--- src/rtl/serial_adder_pkg.sv ---
// Shared types and defaults for the serial adder result path.
// Latency: n/a (declarations only).
// Backpressure: n/a.
package serial_adder_pkg;

  // Capture FSM: waiting for a frame start, or assembling result bits.
  typedef enum logic {
    IDLE = 1'b0,
    CAP  = 1'b1
  } cap_state_e;

  localparam int RES_W_DEF = 3;
  localparam int DEPTH_DEF = 4;

endpackage

--- src/rtl/serial_result_collector_if.sv ---
// Serial-in / parallel-out bundle between serial adder, collector and consumer.
// Latency: n/a (wires only).
// Backpressure: res_valid/res_ready on the parallel side; serial side cannot stall.
interface serial_result_collector_if
  import serial_adder_pkg::*;
#(
  parameter int RES_W = RES_W_DEF,
  parameter int DEPTH = DEPTH_DEF
);
  logic                     ser_en;
  logic                     ser_dat;
  logic [RES_W-1:0]         res_data;
  logic                     res_valid;
  logic                     res_ready;
  logic                     ovf;
  logic                     frm_err;
  logic [$clog2(DEPTH):0]   level;

  // Environment side: drives the serial stream and consumes results.
  modport master (
    output ser_en, ser_dat, res_ready,
    input  res_data, res_valid, ovf, frm_err, level
  );

  // Collector side.
  modport slave (
    input  ser_en, ser_dat, res_ready,
    output res_data, res_valid, ovf, frm_err, level
  );
endinterface

--- src/rtl/result_fifo.sv ---
// Circular result FIFO, DEPTH words of RES_W bits, head word read from registers.
// Latency: a pushed word is at the head one cycle after the push edge (when empty).
// Backpressure: push while full is dropped unless a pop happens the same cycle.
module result_fifo #(
  parameter int DEPTH = 4,
  parameter int RES_W = 3
) (
  input  logic                     clk,
  input  logic                     rst,
  input  logic                     push_i,
  input  logic [RES_W-1:0]         push_dat_i,
  input  logic                     pop_i,
  output logic [RES_W-1:0]         pop_dat_o,
  output logic                     full_o,
  output logic                     empty_o,
  output logic [$clog2(DEPTH):0]   level_o
);
  localparam int PW = $clog2(DEPTH);
  localparam int LW = PW + 1;

  logic [RES_W-1:0] mem_q [DEPTH];
  logic [PW-1:0]    wr_ptr_q, rd_ptr_q;
  logic [LW-1:0]    level_q;
  logic             do_pop, do_push;

  // A pop on an empty FIFO is ignored; a full FIFO only accepts when draining.
  assign do_pop  = pop_i && (level_q != '0);
  assign do_push = push_i && ((level_q != LW'(DEPTH)) || do_pop);

  // Storage, pointers (wrap naturally since DEPTH is a power of two) and occupancy.
  always_ff @(posedge clk or posedge rst) begin
    if (rst) begin
      for (int i = 0; i < DEPTH; i++) mem_q[i] <= '0;
      wr_ptr_q <= '0;
      rd_ptr_q <= '0;
      level_q  <= '0;
    end else begin
      if (do_push) begin
        mem_q[wr_ptr_q] <= push_dat_i;
        wr_ptr_q        <= wr_ptr_q + 1'b1;
      end
      if (do_pop) rd_ptr_q <= rd_ptr_q + 1'b1;
      if (do_push && !do_pop)      level_q <= level_q + 1'b1;
      else if (do_pop && !do_push) level_q <= level_q - 1'b1;
    end
  end

  assign pop_dat_o = mem_q[rd_ptr_q];
  assign full_o    = (level_q == LW'(DEPTH));
  assign empty_o   = (level_q == '0);
  assign level_o   = level_q;
endmodule

--- src/rtl/serial_result_collector.sv ---
// Deserialises MSB-first serial adder results into a FIFO of parallel words.
// Latency: word visible on res_valid the cycle after the edge capturing its LSB.
// Backpressure: res_ready gates pops; a completed word arriving on a full FIFO is dropped and flagged in ovf.
module serial_result_collector
  import serial_adder_pkg::*;
#(
  parameter int DEPTH = DEPTH_DEF,
  parameter int RES_W = RES_W_DEF
) (
  input  logic                      clk,
  input  logic                      rst,
  serial_result_collector_if.slave  bus
);
  localparam int LW = $clog2(DEPTH) + 1;
  localparam int BW = $clog2(RES_W + 1);

  cap_state_e        state_q;
  logic [BW-1:0]     bcnt_q;
  logic [RES_W-2:0]  shift_q;
  logic              ovf_q, ovf_d;
  logic              frm_err_q;

  logic              push, pop, full, empty;
  logic [RES_W-1:0]  push_dat, head_dat;
  logic [LW-1:0]     lvl;

  // The final CAP cycle completes the word, unless a new frame start pre-empts it.
  assign push     = (state_q == CAP) && !bus.ser_en && (bcnt_q == BW'(1));
  assign push_dat = {shift_q, bus.ser_dat};
  assign pop      = !empty && bus.res_ready;
  assign ovf_d    = ovf_q | (push && full && !pop);

  // Capture FSM with sticky error flags.
  always_ff @(posedge clk or posedge rst) begin
    if (rst) begin
      state_q   <= IDLE;
      bcnt_q    <= '0;
      shift_q   <= '0;
      ovf_q     <= 1'b0;
      frm_err_q <= 1'b0;
    end else begin
      ovf_q <= ovf_d;
      if (bus.ser_en) begin
        // Frame start; in CAP the partial word is abandoned and flagged.
        if (state_q == CAP) frm_err_q <= 1'b1;
        state_q <= CAP;
        shift_q <= (RES_W-1)'(bus.ser_dat);
        bcnt_q  <= BW'(RES_W - 1);
      end else if (state_q == CAP) begin
        shift_q <= (RES_W-1)'({shift_q, bus.ser_dat});
        bcnt_q  <= bcnt_q - 1'b1;
        if (bcnt_q == BW'(1)) state_q <= IDLE;
      end
    end
  end

  result_fifo #(
    .DEPTH (DEPTH),
    .RES_W (RES_W)
  ) u_fifo (
    .clk        (clk),
    .rst        (rst),
    .push_i     (push),
    .push_dat_i (push_dat),
    .pop_i      (pop),
    .pop_dat_o  (head_dat),
    .full_o     (full),
    .empty_o    (empty),
    .level_o    (lvl)
  );

  assign bus.res_data  = head_dat;
  assign bus.res_valid = !empty;
  assign bus.level     = lvl;
  assign bus.ovf       = ovf_q;
  assign bus.frm_err   = frm_err_q;
endmodule

--- src/flat_wrapper.sv ---
// flat-port wrapper written by rule: the top's interface ports become plain ports
module serial_result_collector_flat import serial_adder_pkg::*;
#(
  parameter int DEPTH = DEPTH_DEF,
  parameter int RES_W = RES_W_DEF
)
  (clk, rst, bus_ser_en, bus_ser_dat, bus_res_ready, bus_res_data, bus_res_valid, bus_ovf, bus_frm_err, bus_level);
  serial_result_collector_if #(.RES_W(RES_W), .DEPTH(DEPTH)) bus_i ();
  input  logic clk;
  input  logic rst;
  input wire logic [$bits(bus_i.ser_en)-1:0] bus_ser_en;
  input wire logic [$bits(bus_i.ser_dat)-1:0] bus_ser_dat;
  input wire logic [$bits(bus_i.res_ready)-1:0] bus_res_ready;
  output wire logic [$bits(bus_i.res_data)-1:0] bus_res_data;
  output wire logic [$bits(bus_i.res_valid)-1:0] bus_res_valid;
  output wire logic [$bits(bus_i.ovf)-1:0] bus_ovf;
  output wire logic [$bits(bus_i.frm_err)-1:0] bus_frm_err;
  output wire logic [$bits(bus_i.level)-1:0] bus_level;
  assign bus_i.ser_en = bus_ser_en;
  assign bus_i.ser_dat = bus_ser_dat;
  assign bus_i.res_ready = bus_res_ready;
  assign bus_res_data = bus_i.res_data;
  assign bus_res_valid = bus_i.res_valid;
  assign bus_ovf = bus_i.ovf;
  assign bus_frm_err = bus_i.frm_err;
  assign bus_level = bus_i.level;
  serial_result_collector #(.DEPTH(DEPTH), .RES_W(RES_W)) u_core (.clk(clk), .rst(rst), .bus(bus_i));
endmodule
--- config.mk ---
export PLATFORM = sky130hd
export DESIGN_NAME = serial_result_collector_flat
export DESIGN_NICKNAME = d
export VERILOG_FILES = /design/src/rtl/serial_adder_pkg.sv /design/src/rtl/serial_result_collector_if.sv /design/src/rtl/result_fifo.sv /design/src/rtl/serial_result_collector.sv /design/src/flat_wrapper.sv
export SDC_FILE = /design/constraint.sdc
export NUM_CORES = 1
export LEC_CHECK = 0
export BUFFER_PORTS_ARGS = -buffer_cell sky130_fd_sc_hd__buf_4
export CORE_MARGIN = 2
export CORE_UTILIZATION = 60
export CTS_CLUSTER_SIZE = 20
export DETAILED_ROUTE_END_ITERATION = 16
export PLACE_DENSITY = 0.85
export SETUP_SLACK_MARGIN = 0.2
export SLEW_MARGIN = 20
export SYNTH_ARGS = -nofsm -noshare
export SYNTH_HDL_FRONTEND = slang
export SYNTH_SLANG_ARGS = --single-unit
--- constraint.sdc ---
create_clock -name clk -period 4.4 [get_ports clk]
set_input_delay 0.66 -clock clk [delete_from_list [all_inputs] [get_ports clk]]
set_output_delay 0.66 -clock clk [all_outputs]
set_load 0.01 [all_outputs]
==> reports/qor.csv <==
metric,value,unit
largest cells by area after synthesis,"dfrtp_1 49%, mux2_4 14%, ha_1 5.6%, nand3_4 5.3%, mux4_2 5.1%",
row count,17,
pwr dens,618,nW/um^2
status,"complete, no violations",
HP Class,reg2reg,
relative slew slack,37.1,%
ratio of cells with drive above 1 in the final layout,41.3,%
"Seq/Total Area, Yosys",48.8,%
Crit. End Element,flop,
Design Power,920,uW
total gr overflow,0,
post-layout min period,2.52,ns
CP arrival,2.75,ns
Root Driver,clkbuf_4,
Syn Std Cell Area,1330,um^2
switching power,287,uW
worst r2r src,u_core.bcnt_q[1],
power share of the combinational group,38.2,%
most frequent cells in the layout,"26 x dfrtp_1, 13 x buf_4, 12 x mux2_4",
drt drc,0,
Skew-Pair Late Insertion Delay,0.32,ns
Synth-to-Final Area Change,11.5,%
Critical Path RT,4.63,ns
clock-pin slew on the worst setup and hold paths,0.15,ns
CTS tree,built,
vias,698,
ys async rst share,100,%
R2R Setup Slk,1.88,ns
fin. max-slew vios,0,
drt wl/cell,14.4,um
part of the cycle the worst path needs,57.2,%
CTS hold repair buffers,0,
worst hold slack,0.478,ns
final worst setup slack,1.88,ns
Peak VDD IR,0.365,mV
# Post-CTS Setup Buffers,0,
fin cells,132,
syn nets,103,
DR iter-0 viols,6,
pre-CTS setup slack,1.64,ns
Internal,632,uW
ANT cells,0,
DP Wirelength,1530,um
#FFs+latches synth,26,
H-Tree Depth,1,
R2R cell count,10,
top-area cell type share of the netlist area,48.8,%
syn avg cell area,14.7,um^2
Util after Layout,69.2,%
ys flop type,dfrtp_1,
Initial Util,62.1,%
CTS Buffer Depth,2,
number of synthesized flops with an enable pin,0,
# IOs,14,
core area,2150,um^2
worst slew pin tran,0.942,ns
RSZ-0062 raised after global routing,false,
Port Buffer Count,13,
"Setup violations, final",0,
worst-path maximum fanout,7,
clock share of power,17.5,%
first-pass GRT wire length,3570,um
Synth Warn #,0,
max-cap violations,0,
total CTS buffers,3,
number of gates resized after CTS,0,
cell taking the most area after synthesis,dfrtp_1,
Final Cell Area,1490,um^2
drt total wl,1900,um
Worst Hold Launch,u_core.bus.frm_err,
r2r endpoint,u_core.u_fifo.level_o[2],
area of placed instances,1440,um^2
Mapped Cells,91,
remaining antenna violation count,0,
vias per cell,5.29,
CTS sink cnt,26,
Leak,0.745,nW
Inst Count DP,128,
Placer Congestion,0.813,
nets,117,
Max Clk Rate,0.397,GHz
Final Hold Vio Count,0,
WHS Endpoint,u_core.bus.frm_err,
Die Height,51.2,um
initial antenna violation count,0,
Flop pwr share,44.3,%
critical path type,reg2reg,
type of origin of the critical path,flop,
vias in the first global route,778,
skew final,0.0125,ns
number of library cell types mapped by synthesis,26,
"commonest non-fill, non-tap cell in the layout",dfrtp_1,
number of cells on the worst hold path,1,
Die Area,2620,um^2
Net Sw Frac,31.2,%
GRT Total Usage,18.6,%
pin count of the biggest net entering global routing,27,
Pre-antenna DRT Iters,3,
Die W,51.2,um
setup tns final,0,ns
Yosys cell counts, types with 2 or more instances:
cell	instances
dfrtp_1	26
mux2_4	12
inv_1	8
ha_1	6
nand3_4	4
nor2_1	4
xnor2_1	4
mux4_2	3
a21o_1	2
buf_6	2
mux2_2	2
nand2_1	2
nand3_1	2
xor2_1	2
metal layers:
metal / track usage, % / up-vias / part of all wire, %
met4: 6.76 / 0 / 0.42
li1: - / 337 / -
met3: 2.92 / 2 / 3.6
met5: 0 / - / 0
met1: 23.5 / 347 / 45
met2: 32.3 / 12 / 51
final cells by class:
class	instances	area [um^2]
sequential	26	651
fill	146	661
inverter	8	30.0
clock buffer	3	22.5
timing repair buffer	13	97.6
multi-input combinational	53	622
clock inverter	1	30.0
tap	28	35.0
cell families (layout without fill, tap and decap cells):
kind of cell,count (synthesis),after routing,share of synthesized area [%]
compound gates,5,5,2.72
xor+xnor,7,7,5.16
fa+ha+maj,7,7,7.13
buf+inv,12,25,4.60
flops,26,26,48.8
mux,18,18,21.0
simple gates,16,16,10.6
power groups by stage:
stage                     combinational, mW  sequential [mW]  clock (mW)
after global routing                  0.384            0.425       0.174
after global placement                0.344            0.407           0
final                                 0.352            0.407       0.161
after detailed placement              0.356            0.414           0
after CTS                             0.358            0.409       0.164
after floorplan                       0.278            0.386           0
registers in the layout, summed over array words and instances (netlist names):
signal / flops
u_core.bcnt_q: 2
u_core.bus.frm_err: 1
u_core.bus.ovf: 1
u_core.shift_q: 2
u_core.state_q: 1
u_core.u_fifo.level_o: 3
u_core.u_fifo.mem_q: 12
u_core.u_fifo.rd_ptr_q: 2
u_core.u_fifo.wr_ptr_q: 2
worst max-delay path by stage:
stage,depth (start not counted),from,endpoint
floorplan,7,bus_res_ready,u_core.u_fifo.level_o[1]
global route,10,u_core.bcnt_q[1],u_core.u_fifo.level_o[2]
CTS,10,u_core.bcnt_q[1],u_core.u_fifo.level_o[2]
detailed placement,9,bus_ser_en,u_core.u_fifo.level_o[2]
finish,10,u_core.bcnt_q[1],u_core.u_fifo.level_o[2]
global placement,9,bus_ser_en,u_core.u_fifo.level_o[2]
worst max-delay path: stages, from the launching register on:
cell and delay [ns]:
dfrtp_1 0.39, inv_1 0.07, ha_1 0.16, and3b_1 0.47
and2_4 0.26, ha_1 0.18, inv_1 0.06, fa_1 0.37
xor2_1 0.17, nor2_1 0.13, xor2_1 0.19
(Power assumes the default switching activity.)
